### src/rtl/digit_scan_mux.sv
// Eight-digit seven-segment scan driver: one-cold active-low anodes, per-slot blanking, per-frame input snapshot.
// Optional digit blinking is enabled by defining DISP_BLINK_EN.
module digit_scan_mux #(
  parameter int REFRESH_DIV  = 100000,
  parameter int BLANK_CYCLES = 1000,
  parameter int BLINK_FRAMES = 62
) (
  input  logic        clk,
  input  logic        rst_n,
  input  logic [31:0] digits_in,
  input  logic [7:0]  digit_en,
  input  logic [7:0]  blink_mask,
  output logic [3:0]  digit_out,
  output logic [7:0]  an,
  output logic [2:0]  digit_idx,
  output logic        frame_start
);

  localparam int CW = (REFRESH_DIV > 1) ? $clog2(REFRESH_DIV) : 1;

  typedef enum logic {ST_BLANK, ST_DRIVE} state_t;

  logic          run_q, run_d;
  logic [CW-1:0] cnt_q, cnt_d;
  logic [2:0]    idx_q, idx_d;
  logic [31:0]   dig_q, dig_d;
  logic [7:0]    en_q, en_d;
  state_t        state_q, state_d;
  logic [7:0]    an_q, an_d;
  logic [3:0]    dout_q, dout_d;
  logic          fs_q, fs_d;
  logic          load, new_frame, show;

`ifdef DISP_BLINK_EN
  localparam int FW = (BLINK_FRAMES > 1) ? $clog2(BLINK_FRAMES) : 1;
  logic [7:0]    bmask_q, bmask_d;
  logic [FW-1:0] fcnt_q, fcnt_d;
  logic          phase_q, phase_d;
`else
  logic unused_blink;
  assign unused_blink = ^{blink_mask, 8'(BLINK_FRAMES)};
`endif

  always_comb begin
    run_d     = 1'b1;
    cnt_d     = cnt_q;
    idx_d     = idx_q;
    dig_d     = dig_q;
    en_d      = en_q;
    load      = 1'b0;
    // run_q low means the first edge after reset: start slot 0 on live inputs
    if (!run_q) begin
      cnt_d = '0;
      idx_d = '0;
      load  = 1'b1;
    end else if (cnt_q == CW'(REFRESH_DIV - 1)) begin
      cnt_d = '0;
      idx_d = idx_q + 3'd1;
      load  = (idx_q == 3'd7);
    end else begin
      cnt_d = cnt_q + 1'b1;
    end
    if (load) begin
      dig_d = digits_in;
      en_d  = digit_en;
    end
    new_frame = run_q & load;
    fs_d      = (idx_d == 3'd0) && (cnt_d == '0);
    state_d   = (cnt_d < CW'(BLANK_CYCLES)) ? ST_BLANK : ST_DRIVE;
    show      = en_d[idx_d];
`ifdef DISP_BLINK_EN
    bmask_d = load ? blink_mask : bmask_q;
    fcnt_d  = fcnt_q;
    phase_d = phase_q;
    if (new_frame) begin
      if (fcnt_q == FW'(BLINK_FRAMES - 1)) begin
        fcnt_d  = '0;
        phase_d = ~phase_q;
      end else begin
        fcnt_d = fcnt_q + 1'b1;
      end
    end
    show = show & (phase_d | ~bmask_d[idx_d]);
`else
    show = show | (new_frame & 1'b0);
`endif
    an_d   = (state_d == ST_DRIVE && show) ? ~(8'b1 << idx_d) : 8'hFF;
    dout_d = dig_d[{idx_d, 2'b00} +: 4];
  end

  always_ff @(posedge clk or negedge rst_n) begin
    if (!rst_n) begin
      run_q   <= 1'b0;
      cnt_q   <= '0;
      idx_q   <= '0;
      dig_q   <= '0;
      en_q    <= '0;
      state_q <= ST_BLANK;
      an_q    <= 8'hFF;
      dout_q  <= 4'h0;
      fs_q    <= 1'b0;
`ifdef DISP_BLINK_EN
      bmask_q <= '0;
      fcnt_q  <= '0;
      phase_q <= 1'b1;
`endif
    end else begin
      run_q   <= run_d;
      cnt_q   <= cnt_d;
      idx_q   <= idx_d;
      dig_q   <= dig_d;
      en_q    <= en_d;
      state_q <= state_d;
      an_q    <= an_d;
      dout_q  <= dout_d;
      fs_q    <= fs_d;
`ifdef DISP_BLINK_EN
      bmask_q <= bmask_d;
      fcnt_q  <= fcnt_d;
      phase_q <= phase_d;
`endif
    end
  end

  assign an          = an_q;
  assign digit_out   = dout_q;
  assign digit_idx   = idx_q;
  assign frame_start = fs_q;

endmodule
### config.mk
export PLATFORM = sky130hd
export DESIGN_NAME = digit_scan_mux
export DESIGN_NICKNAME = d
export VERILOG_FILES = /design/src/rtl/digit_scan_mux.sv
export SDC_FILE = /design/constraint.sdc
export NUM_CORES = 1
export LEC_CHECK = 0
export BUFFER_PORTS_ARGS = -buffer_cell sky130_fd_sc_hd__buf_2
export CORE_ASPECT_RATIO = 1.2
export CORE_MARGIN = 10
export CORE_UTILIZATION = 50
export CTS_BUF_LIST = sky130_fd_sc_hd__clkbuf_4 sky130_fd_sc_hd__clkbuf_8
export CTS_CLUSTER_SIZE = 16
export DETAILED_ROUTE_END_ITERATION = 7
export PLACE_DENSITY = 0.78
export SLEW_MARGIN = 5
export SYNTH_ARGS = -nofsm -noshare
export SYNTH_HDL_FRONTEND = slang
export SYNTH_SLANG_ARGS = --single-unit
### constraint.sdc
create_clock -name clk -period 7.25 [get_ports clk]
set_input_delay 0.725 -clock clk [delete_from_list [all_inputs] [get_ports clk]]
set_output_delay 0.725 -clock clk [all_outputs]
set_load 0.005 [all_outputs]
; ---- Yosys cells after proc, flatten, opt, wreduce, memory -nomap -nowiden
; Index checks and enable logic that the tools add are counted.
[word_totals]
ff_bits = 74
inputBits = 50
elab_cells = 33
[op_classes]
addsub = 2
order_cmp = 2
eq_ne = 2
shift = 2
muxes = 12
n_bitwise = 1
n_reduce_logical = 4
[op_table]
columns = cell, n
row1 = $mux 17, 2
row2 = $mux 32, 1
row3 = $shiftx 32x6->4, 1
row4 = $add 17x1->17 const B, 1
row5 = $eq 17x17->1 const B, 1
row6 = $logic_not 17->1, 1
row7 = $lt 17x10->1 const B, 1
row8 = $mux 8, 2
row9 = $not 8->8, 1
row10 = $shl 1x3->8 const A, 1
row11 = $mux 3, 2
row12 = $lt 3x4->1 const B, 1
row13 = $mux 1, 4
row14 = $add 3x1->3 const B, 1
row15 = $bmux 1 s3, 1
row16 = $eq 3x3->1 const B, 1
row17 = $logic_not 3->1, 1
row18 = $logic_and 1x1->1, 2

; ---- Logic depth before layout (Yosys ltp)
; Gate-level depths: netlist (run 1).
[logic_depth]
ltp_word = 8
depth_mapped = 11
depth_no_buf = 8

; ---- Worst setup path before layout (run 1)
; No wires, ideal clock.
[synth_timing]
path_kind = flip-flop to flip-flop
from = reg cnt_q[0]
to = reg dout_q[2] (netlist: digit_out[2])
setup_ns = 0.140
t_arrival_ns = 2.265
required_time_ns = 7.110
path_slack_ns = 4.845
stages_incl_launch_ff = 12
path_buffers = 3
synth_period_minus_slack_ns = 2.405
cell_sequence = dfrtp_1 ha_1 and4_4 buf_6 and3_4 and3_4 buf_6 buf_12 mux2i_1 nor2_1 a2111oi_0 a22oi_1
[synth_between]
elab_chain_cells = 5
[synth_rtl]
columns = item, line_no
row1 = "start, declared", 24  ; logic [CW-1:0] cnt_q, cnt_d;
row2 = "start signal, assigned", 109  ; cnt_q <= cnt_d;
row3 = $eq 17x17->1 (*), 56  ; end else if (cnt_q == CW'(REFRESH_DIV - 1)) begin
row4 = $mux 1, 56
row5 = $mux 1, 52  ; if (!run_q) begin
row6 = $mux 32, 63  ; if (load) begin
row7 = $shiftx 32x6->4 (*), 88  ; dout_d = dig_d[{idx_d, 2'b00} +: 4];
row8 = net dout_d[2], 30  ; logic [3:0] dout_q, dout_d;
row9 = "end signal, assigned", 115  ; dout_q <= dout_d;
row10 = "end, declared", 30
; The timed path passes the listed nets; every way through them passes the cells marked *.

; ---- Worst setup path in the final report (run 1)
[layout_timing]
from = reg cnt_q[5]
to = reg dout_q[2] (netlist: digit_out[2])
; Same word-level chain as after synthesis.

==> flow_summary_export.csv, run 1 <==
group,metric,value,unit
drt,route.vias.total,2671,
synthesis,yosysWarnings,0,
sta,max_slew_margin,38.9,%
synthesis,yosysUniqueCellTypes,59,
synthesis,yosysSeqAreaShare,48.1,%
place,gp_routability_congestion,0.867,
drt,drt_wl_total,8.02,mm
layout,multi_input_area,1810,µm²
sta,finalSetupViolCount,0,
floorplanning,core,7620,µm²
critical_path,end_kind,"register",
synthesis,synth_flop_cell,"dfrtp_1",
layout,utilization,57.3,%
drt,drt-wirelength-per-cell,16.7,µm
place,place_area,4130,µm²
min_path,hold-path-endpoint,"dig_q[16]$_DFF_PN0_",
synthesis,synthCells,333,
place,place_hpwl,5.79,mm
clocking,cts_tree,"done",
clocking,worstSkewPairLatency,0.35,ns
critical_path,cp_max_fo,12,
drt,drcViolationCount,0,
critical_path,cp-start-kind,"register",
floorplanning,die_h,116,µm
critical_path,rr_worst_depth,7,
layout,final_layout_size_suffix_gt1_share,35.5,%
sta,finalHoldViolCount,0,
layout,regArea,1860,µm²
critical_path,rr_startpoint,"cnt_q[5]$_DFF_PN0_",
run_status,status,"finished clean",
drt,postRouteAntennaNets,0,
layout,fill_cells,618,
min_path,hold_path_startpoint,"dig_q[16]$_DFF_PN0_",
sta,fin_crit_sh,42.4,%
critical_path,ff2ff_setup_slack,4.18,ns
critical_path,crit_arrival,3.29,ns
sta,period_needed,3.07,ns
sta,worst_pin_slew,0.891,ns
grt,grt_pass1_wl,13.6,mm
sta,hold_ws,0.480,ns
sta,clock_skew,0.00900,ns
critical_path,required,7.47,ns
sta,tns,0,ns
clocking,cts_resized,0,
layout,nNetsFinal,437,
min_path,hold_class,"reg2reg",
clocking,root_buffer,"clkbuf_8",
synthesis,avgSynthCellArea,11.6,µm²
min_path,min_delay_path_depth,2,
grt,grt_pass1_vias,2827,
grt,track_usage,14.5,%
clocking,post-cts-setup-buffer-count,0,
clocking,clock-sinks,74,
clocking,cts_buffer_depth,2,
pwr,powerDensity,207,nW/µm²
sta,rsz0062_at_grt,"no",
floorplanning,ioPinCount,66,
drt,drt-initial-drc-count,128,
clocking,clk_pin_slew,0.08,ns
place,port_buffers,57,
synthesis,synth_area,3870,µm²
floorplanning,chipWidth,100,µm
synthesis,ys_seq_elements,74,
synthesis,async_flop_share,100,%
sta,drv_slew,0,
clocking,holdBufCountCts,0,
floorplanning,dieArea,11700,µm²
layout,design_area,4360,µm²
critical_path,path_class,"reg2reg",
place,dp.cells,465,
grt,grt_max_degree,75,
critical_path,reg2reg_to,"digit_out[2]$_DFF_PN0_",
pwr,ir_drop,0.000187,V
floorplanning,num_rows,35,
job,maxCapViolCount,0,
clocking,cts_buffers,9,
drt,routed_via_density,5.55,
drt,drt-pass1-iter-count,4,
layout,syn_to_final_growth,12.8,%
grt,grt.overflow.total,0,
floorplanning,start_util,50.8,%
clocking,htree_levels,3,
synthesis,synth_nets,386,
grt,antenna_found_initial,0,
layout,diodes,0,
layout,final_cells,481,
synthesis,synth_edf_count,0,
sta,fmax,325,MHz
pwr,leakagePower,1.87,nW
[report_power, final]
part / internal, W / switching (W)
logic: 0.0000412 / 0.0000393
registers: 0.000439 / 0.0000115
clock network: 0.000214 / 0.000156
total: 0.000695 / 0.000207
[state kept, by name (all words and copies together), names as in the netlist]
| name | cells |
|---|---|
| an | 8 |
| frame_start | 1 |
| digit_out | 4 |
| en_q | 8 |
| digit_idx | 3 |
| dig_q | 32 |
| run_q | 1 |
| cnt_q | 17 |
[layout make-up]
cell class	instances	area share [%]
clock buffer	11	3.47
clock inverter	5	1.98
inverter	11	0.946
multi-input combinational	229	41.4
sequential	74	42.7
tap	92	2.64
timing repair buffer	59	6.88
[critical path, stage by stage (launching register included)]
cell       delay, ns
dfrtp_1         0.49
nor3b_1         0.33
nand4_2         0.26
nor2_4          0.36
mux2i_1         0.80
nor2_1          0.11
a2111oi_1       0.45
a22oi_1         0.13
[logic make-up (layout without fill, tap and decap cells)]
family	after synthesis	count (layout)	synth area share, %
AND/OR/NAND/NOR	106	106	16.1
other	1	1	0.0970
flip-flops	74	74	48.1
buffers and inverters	30	86	5.31
AO/OA/AOI/OAI	41	41	8.28
multiplexers	62	62	17.5
adder cells (fa/ha/maj)	3	3	0.971
XOR/XNOR	16	16	3.62
[cells in the final DEF (no fill, tap or decap), types with 3 or more instances in the layout]
cell	n
mux2i_1	20
xnor2_1	11
nand2b_1	4
o22ai_1	6
clkbuf_8	11
o21a_1	5
xor2_1	5
o21ai_0	3
ha_1	3
and2_1	3
nand3_1	8
buf_2	57
nor2b_1	4
clkinv_4	3
mux2_2	39
nor4_1	4
dfstp_2	8
dfrtp_1	66
nor3_1	6
o221ai_1	4
a21oi_1	3
nand2_1	20
a211oi_1	3
nor2_1	30
nand4_1	7
inv_1	11
[cell usage after synthesis, types with 3 or more instances]
cell type  number  area [µm²]
dfrtp_1        66        1650
mux2_2         39         439
nor2_1         30         113
mux2i_1        20         200
nand2_1        20        75.1
inv_1          11        41.3
xnor2_1        11        96.3
dfstp_2         8         210
nand3_1         8        40.0
buf_6           7        78.8
nand4_1         7        43.8
nor3_1          6        30.0
o22ai_1         6        37.5
o21a_1          5        37.5
xor2_1          5        43.8
buf_2           4        20.0
clkbuf_1        4        15.0
nand2b_1        4        25.0
nor2b_1         4        25.0
nor4_1          4        25.0
o221ai_1        4        35.0
a211oi_1        3        22.5
a21oi_1         3        15.0
and2_1          3        18.8
ha_1            3        37.5
o21ai_0         3        15.0
[how the worst max path moves through the flow]
stage,start,cells past startpoint,slack [ns],end
floorplan,cnt_q[0]$_DFF_PN0_,11,4.85,digit_out[2]$_DFF_PN0_
global placement,cnt_q[6]$_DFF_PN0_,7,4.22,digit_out[2]$_DFF_PN0_
detailed placement,cnt_q[6]$_DFF_PN0_,7,4.20,digit_out[2]$_DFF_PN0_
CTS,cnt_q[6]$_DFF_PN0_,7,4.16,digit_out[2]$_DFF_PN0_
global route,cnt_q[8]$_DFF_PN0_,7,4.07,an[4]$_DFF_PN1_
finish,cnt_q[5]$_DFF_PN0_,7,4.18,digit_out[2]$_DFF_PN0_
[through the flow]
step,total power [W],setup slack [ns]
after floorplan,0.000507,4.85
after global routing,0.000945,4.07
after detailed placement,0.000540,4.20
after CTS,0.000911,4.16
final,0.000902,4.18
after global placement,0.000536,4.22
[layer usage]
layer / share of wire (%) / GRT usage (%)
met2: 49 / 24.5
met4: 3.5 / 8.49
met1: 42 / 16.1
met3: 5.6 / 3.55
met5: 0 / 0
No activity file was read; power rests on OpenSTA's default activity.
==> inputs of run 2 (changes only) <==
- PLACE_DENSITY: 0.78 -> 0.81
- clock period: 7.25 -> 2.7 ns (I/O delays scaled with it)
==> flow_summary_export.csv, run 2 (same netlist as run 1, synthesis figures left out) <==
group,metric,value,unit
sta,fmax,389,MHz
sta,period_needed,2.57,ns
layout,fill_cells,604,
drt,drt_wl_total,8.74,mm
drt,postRouteAntennaNets,0,
sta,drv_slew,0,
sta,clock_skew,0.00958,ns
min_path,min_delay_path_depth,3,
floorplanning,die_h,116,µm
sta,worst_pin_slew,0.739,ns
layout,top_regs,"dig_q x32, cnt_q x17",
critical_path,cp_cell_sequence,"ha_1 -> and4_4 -> and3_4 -> and3_4 -> mux2i_1 -> nor2_1 -> a2111oi_0 -> a22oi_1",
layout,top_register,"dig_q",
critical_path,path_class,"reg2reg",
min_path,hold_class,"in2reg",
floorplanning,dieArea,11700,µm²
grt,grt_util_met1,16.4,%
clocking,clk_pin_slew,0.09,ns
clocking,worstSkewPairLatency,0.35,ns
place,gp_routability_congestion,0.886,
drt,drt-pass1-iter-count,4,
layout,design_area,4510,µm²
drt,routed_via_density,5.68,
grt,grt_max_degree,34,
grt,grt.overflow.total,0,
grt,track_usage,15.3,%
layout,nNetsFinal,455,
drt,route.vias.total,2832,
pwr,leakagePower,1.96,nW
clocking,htree_levels,3,
critical_path,cp_common_cell,"and3_4",
critical_path,critical_path.max_stage_delay,0.40,ns
layout,final_common_cell,"dfrtp_1",
grt,top_usage_layer,"met2",
critical_path,end_kind,"register",
drt,drcViolationCount,0,
sta,tns,0,ns
clocking,cts_buffers,9,
critical_path,cp_max_fo,19,
clocking,cts_buffer_depth,2,
grt,gr-usage-met2,27.6,%
floorplanning,chipWidth,100,µm
clocking,root_buffer,"clkbuf_8",
place,place_area,4270,µm²
pwr,swShare,25.6,%
pwr,ir_drop,0.000346,V
layout,diodes,0,
pwr,power.share.sequential,51.6,%
grt,grt_util_met3,4.79,%
critical_path,required,2.91,ns
layout,final_layout_size_suffix_gt1_share,38.3,%
drt,drt-initial-drc-count,166,
pwr,powerDensity,520,nW/µm²
pwr,p_comb_share,9.9,%
pwr,pwr-share-clk,38.5,%
sta,rsz0062_at_grt,"no",
critical_path,cpMaxStageDelayCell,"dfrtp_1",
sta,finalSetupViolCount,0,
place,port_buffers,57,
grt,grt_pass1_vias,3004,
floorplanning,start_util,50.8,%
sta,finalHoldViolCount,0,
job,maxCapViolCount,0,
critical_path,crit_arrival,2.78,ns
layout,largest_reg_flops,32,
clocking,clock-sinks,74,
run_status,status,"finished clean",
critical_path,rr_worst_depth,8,
layout,syn_to_final_growth,16.5,%
grt,antenna_found_initial,0,
pwr,p_switching,0.000601,W
grt,grt_pass1_wl,14.4,mm
pwr,finalPower,0.00234,W
drt,drt-wirelength-per-cell,17.5,µm
sta,fin_crit_sh,95.3,%
pwr,intPower,0.00174,W
layout,final_cell_mix,"66 x dfrtp_1, 57 x buf_2, 39 x mux2_2",
place,place_hpwl,6.46,mm
clocking,cts_tree,"done",
floorplanning,num_rows,35,
floorplanning,core,7620,µm²
critical_path,cp-start-kind,"register",
floorplanning,ioPinCount,66,
sta,max_slew_margin,50.8,%
run 2: final timing paths:
| path | from | end | slack, ns |
|---|---|---|---|
| worst min register to register | dig_q[5]$_DFF_PN0_ | dig_q[5]$_DFF_PN0_ | 0.49 |
| worst max-delay path | cnt_q[0]$_DFF_PN0_ | digit_out[2]$_DFF_PN0_ | 0.13 |
| worst max register to register | cnt_q[0]$_DFF_PN0_ | digit_out[2]$_DFF_PN0_ | 0.13 |
| worst min-delay path | digits_in[4] | dig_q[4]$_DFF_PN0_ | 0.15 |
| max in group asynchronous | rst_n | an[6]$_DFF_PN1_ | 1.33 |
| min in group asynchronous | rst_n | dig_q[21]$_DFF_PN0_ | 0.51 |
run 2: layout make-up:
class	count	area, µm²	share of cell area (%)
inverters	11	41.3	0.916
clock buffers	9	124	2.75
well taps	92	115	2.55
clock inverters	7	83.8	1.86
repair buffers	77	450	9.99
multi-input cells	229	1830	40.6
flip-flops and latches	74	1860	41.3
run 2: routing by layer:
| layer | vias to the layer above | share of wire (%) |
|---|---|---|
| met5 | - | 0 |
| met4 | 0 | 1.8 |
| met3 | 12 | 5.7 |
| met2 | 71 | 53 |
| met1 | 1419 | 39 |
| li1 | 1330 | - |
run 2: worst max-delay path, delay by kind of cell (launching register included):
kind | cells | cell delay, ns
AND/OR/NAND/NOR | 4 | 0.96
AO/OA/AOI/OAI | 2 | 0.55
flip-flops | 1 | 0.40
multiplexers | 1 | 0.24
adder cells (fa/ha/maj) | 1 | 0.30
run 2: what timing repair did:
action	4_1_cts	5_1_grt
buffers inserted	0	0
endpoints found under the hold margin	20	0
gates resized for setup	0	3
endpoints found under the setup margin	0	5
hold buffers	1	0
run 2: metrics by stage:
stage               setup WS, ns  std cells  utilization, %  hold slack, ns
floorplan                  0.295        333               -         -0.0256
global placement           0.192        482            56.0           0.362
detailed placement         0.107        482            56.0           0.377
CTS                       0.0978        499            58.9           0.141
global route            0.000814        499            59.1           0.151
finish                     0.127        499            59.1           0.147
run 2: power groups by stage:
stage	clock, W	sequential (W)	combinational, W
4_1_cts	0.000920	0.00121	0.000234
5_1_grt	0.000967	0.00122	0.000256
3_3_place_gp	0	0.00123	0.000224
3_5_place_dp	0	0.00123	0.000231
6_report	0.000903	0.00121	0.000232
2_1_floorplan	0	0.00122	0.000139
==> inputs of run 3 (changes only) <==
- CORE_MARGIN: 10 -> default
==> flow_summary_export.csv, run 3 (same netlist as run 1, synthesis figures left out) <==
group,metric,value,unit
run_status,status,"finished with violations",
run_status,violations,"negative hold slack",
sta,fin_crit_sh,93.3,%
critical_path,cp_max_fo,11,
grt,track_usage,21.8,%
job,maxCapViolCount,0,
sta,drv_slew,0,
sta,period_needed,2.52,ns
layout,syn_to_final_growth,16.9,%
floorplanning,dieArea,8090,µm²
pwr,powerDensity,496,nW/µm²
floorplanning,ioPinCount,66,
sta,finalSetupViolCount,0,
critical_path,end_kind,"register",
drt,postRouteAntennaNets,0,
sta,rsz0062_at_grt,"no",
drt,drcViolationCount,0,
layout,utilization,61.4,%
clocking,root_buffer,"clkbuf_8",
floorplanning,start_util,52.6,%
pwr,leakagePower,1.97,nW
place,place_hpwl,5.84,mm
grt,grt_pass1_wl,13.2,mm
layout,final_cell_mix,"66 x dfrtp_1, 57 x buf_2, 39 x mux2_2",
drt,route.vias.total,2853,
critical_path,required,2.95,ns
sta,tns,0,ns
layout,top_register,"dig_q",
floorplanning,num_rows,34,
clocking,cts_buffer_depth,2,
layout,diodes,0,
drt,drt_wl_total,8.15,mm
sta,finalHoldViolCount,29,
layout,final_common_cell,"dfrtp_1",
critical_path,path_class,"reg2reg",
clocking,clk_pin_slew,0.09,ns
clocking,cts_tree,"done",
place,port_buffers,57,
pwr,ir_drop,0.000309,V
clocking,clock-sinks,74,
clocking,cts_buffers,9,
place,gp_routability_congestion,0.852,
sta,worst_pin_slew,0.765,ns
layout,largest_reg_flops,32,
drt,drt-initial-drc-count,170,
sta,hold_ws,-0.0137,ns
layout,design_area,4520,µm²
sta,fmax,397,MHz
floorplanning,die_h,98.3,µm
grt,grt_pass1_vias,2880,
min_path,hold_class,"in2async",
floorplanning,chipWidth,82.3,µm
clocking,htree_levels,3,
place,place_area,4250,µm²
drt,routed_via_density,5.68,
floorplanning,core,7360,µm²
sta,max_slew_margin,49.0,%
drt,drt-pass1-iter-count,4,
drt,drt-wirelength-per-cell,16.2,µm
critical_path,crit_arrival,2.77,ns
layout,top_regs,"dig_q x32, cnt_q x17",
grt,grt_max_degree,43,
layout,final_layout_size_suffix_gt1_share,39.3,%
sta,clock_skew,0.0167,ns
critical_path,cp-start-kind,"register",
grt,grt.overflow.total,0,
layout,nNetsFinal,460,
grt,antenna_found_initial,0,
clocking,worstSkewPairLatency,0.36,ns
## run 3: path summary, 6_finish.rpt
check / startpoint / to / slack (ns) / depth (start not counted)
worst min-delay path: rst_n / dig_q[2]$_DFF_PN0_ / -0.01 / 1
worst min register to register: dig_q[0]$_DFF_PN0_ / dig_q[0]$_DFF_PN0_ / 0.49 / 2
max in group asynchronous: rst_n / an[4]$_DFF_PN1_ / 1.98 / 2
worst max-delay path: cnt_q[0]$_DFF_PN0_ / digit_out[0]$_DFF_PN0_ / 0.18 / 8
min in group clk: digits_in[0] / dig_q[0]$_DFF_PN0_ / 0.14 / 3
worst max register to register: cnt_q[0]$_DFF_PN0_ / digit_out[0]$_DFF_PN0_ / 0.18 / 8
## run 3: final cells by class
| type | instances | area [µm²] |
|---|---|---|
| clock buffers | 9 | 124 |
| fillers | 575 | 2840 |
| inverters | 11 | 41.3 |
| well taps | 90 | 113 |
| repair buffers | 82 | 498 |
| clock inverters | 7 | 61.3 |
| flip-flops and latches | 74 | 1860 |
| multi-input cells | 229 | 1820 |
## run 3: what timing repair did
item                       4_1_cts  5_1_grt
gates resized for setup          0        3
buffers inserted                 0        8
setup endpoints to repair        0        5
hold buffers                     0        0
## run 3: stage by stage
stage                     std cells  hold WS (ns)  power, W  setup WS (ns)
final                           502       -0.0137   0.00224          0.182
after floorplan                 333       -0.0256   0.00136          0.295
after detailed placement        478         0.397   0.00146          0.138
after CTS                       494       0.00517   0.00226         0.0695
after global placement          478         0.375   0.00144          0.194
after global routing            502        0.0454   0.00234         0.0414
## run 3: report_power, final
group	internal (W)	switching [W]	total [W]
clock network	0.000349	0.000457	0.000806
logic	0.000118	0.000109	0.000227
registers	0.00118	0.0000313	0.00121
## run 3: routing by layer
| layer | vias to the layer above | part of all wire [%] | track usage (%) |
|---|---|---|---|
| li1 | 1343 | - | - |
| met1 | 1416 | 42 | 25.3 |
| met2 | 74 | 52 | 37.6 |
| met3 | 20 | 4.3 | 5.05 |
| met4 | 0 | 2.4 | 9.31 |
| met5 | - | 0 | 0 |
## run 3: critical path: stages (launching register included)
cell,delay [ns]
dfrtp_1,0.41
ha_2,0.26
and4_4,0.29
nand2_1,0.10
o21ai_4,0.29
buf_4,0.27
mux2_2,0.37
a211o_1,0.26
o22a_1,0.16
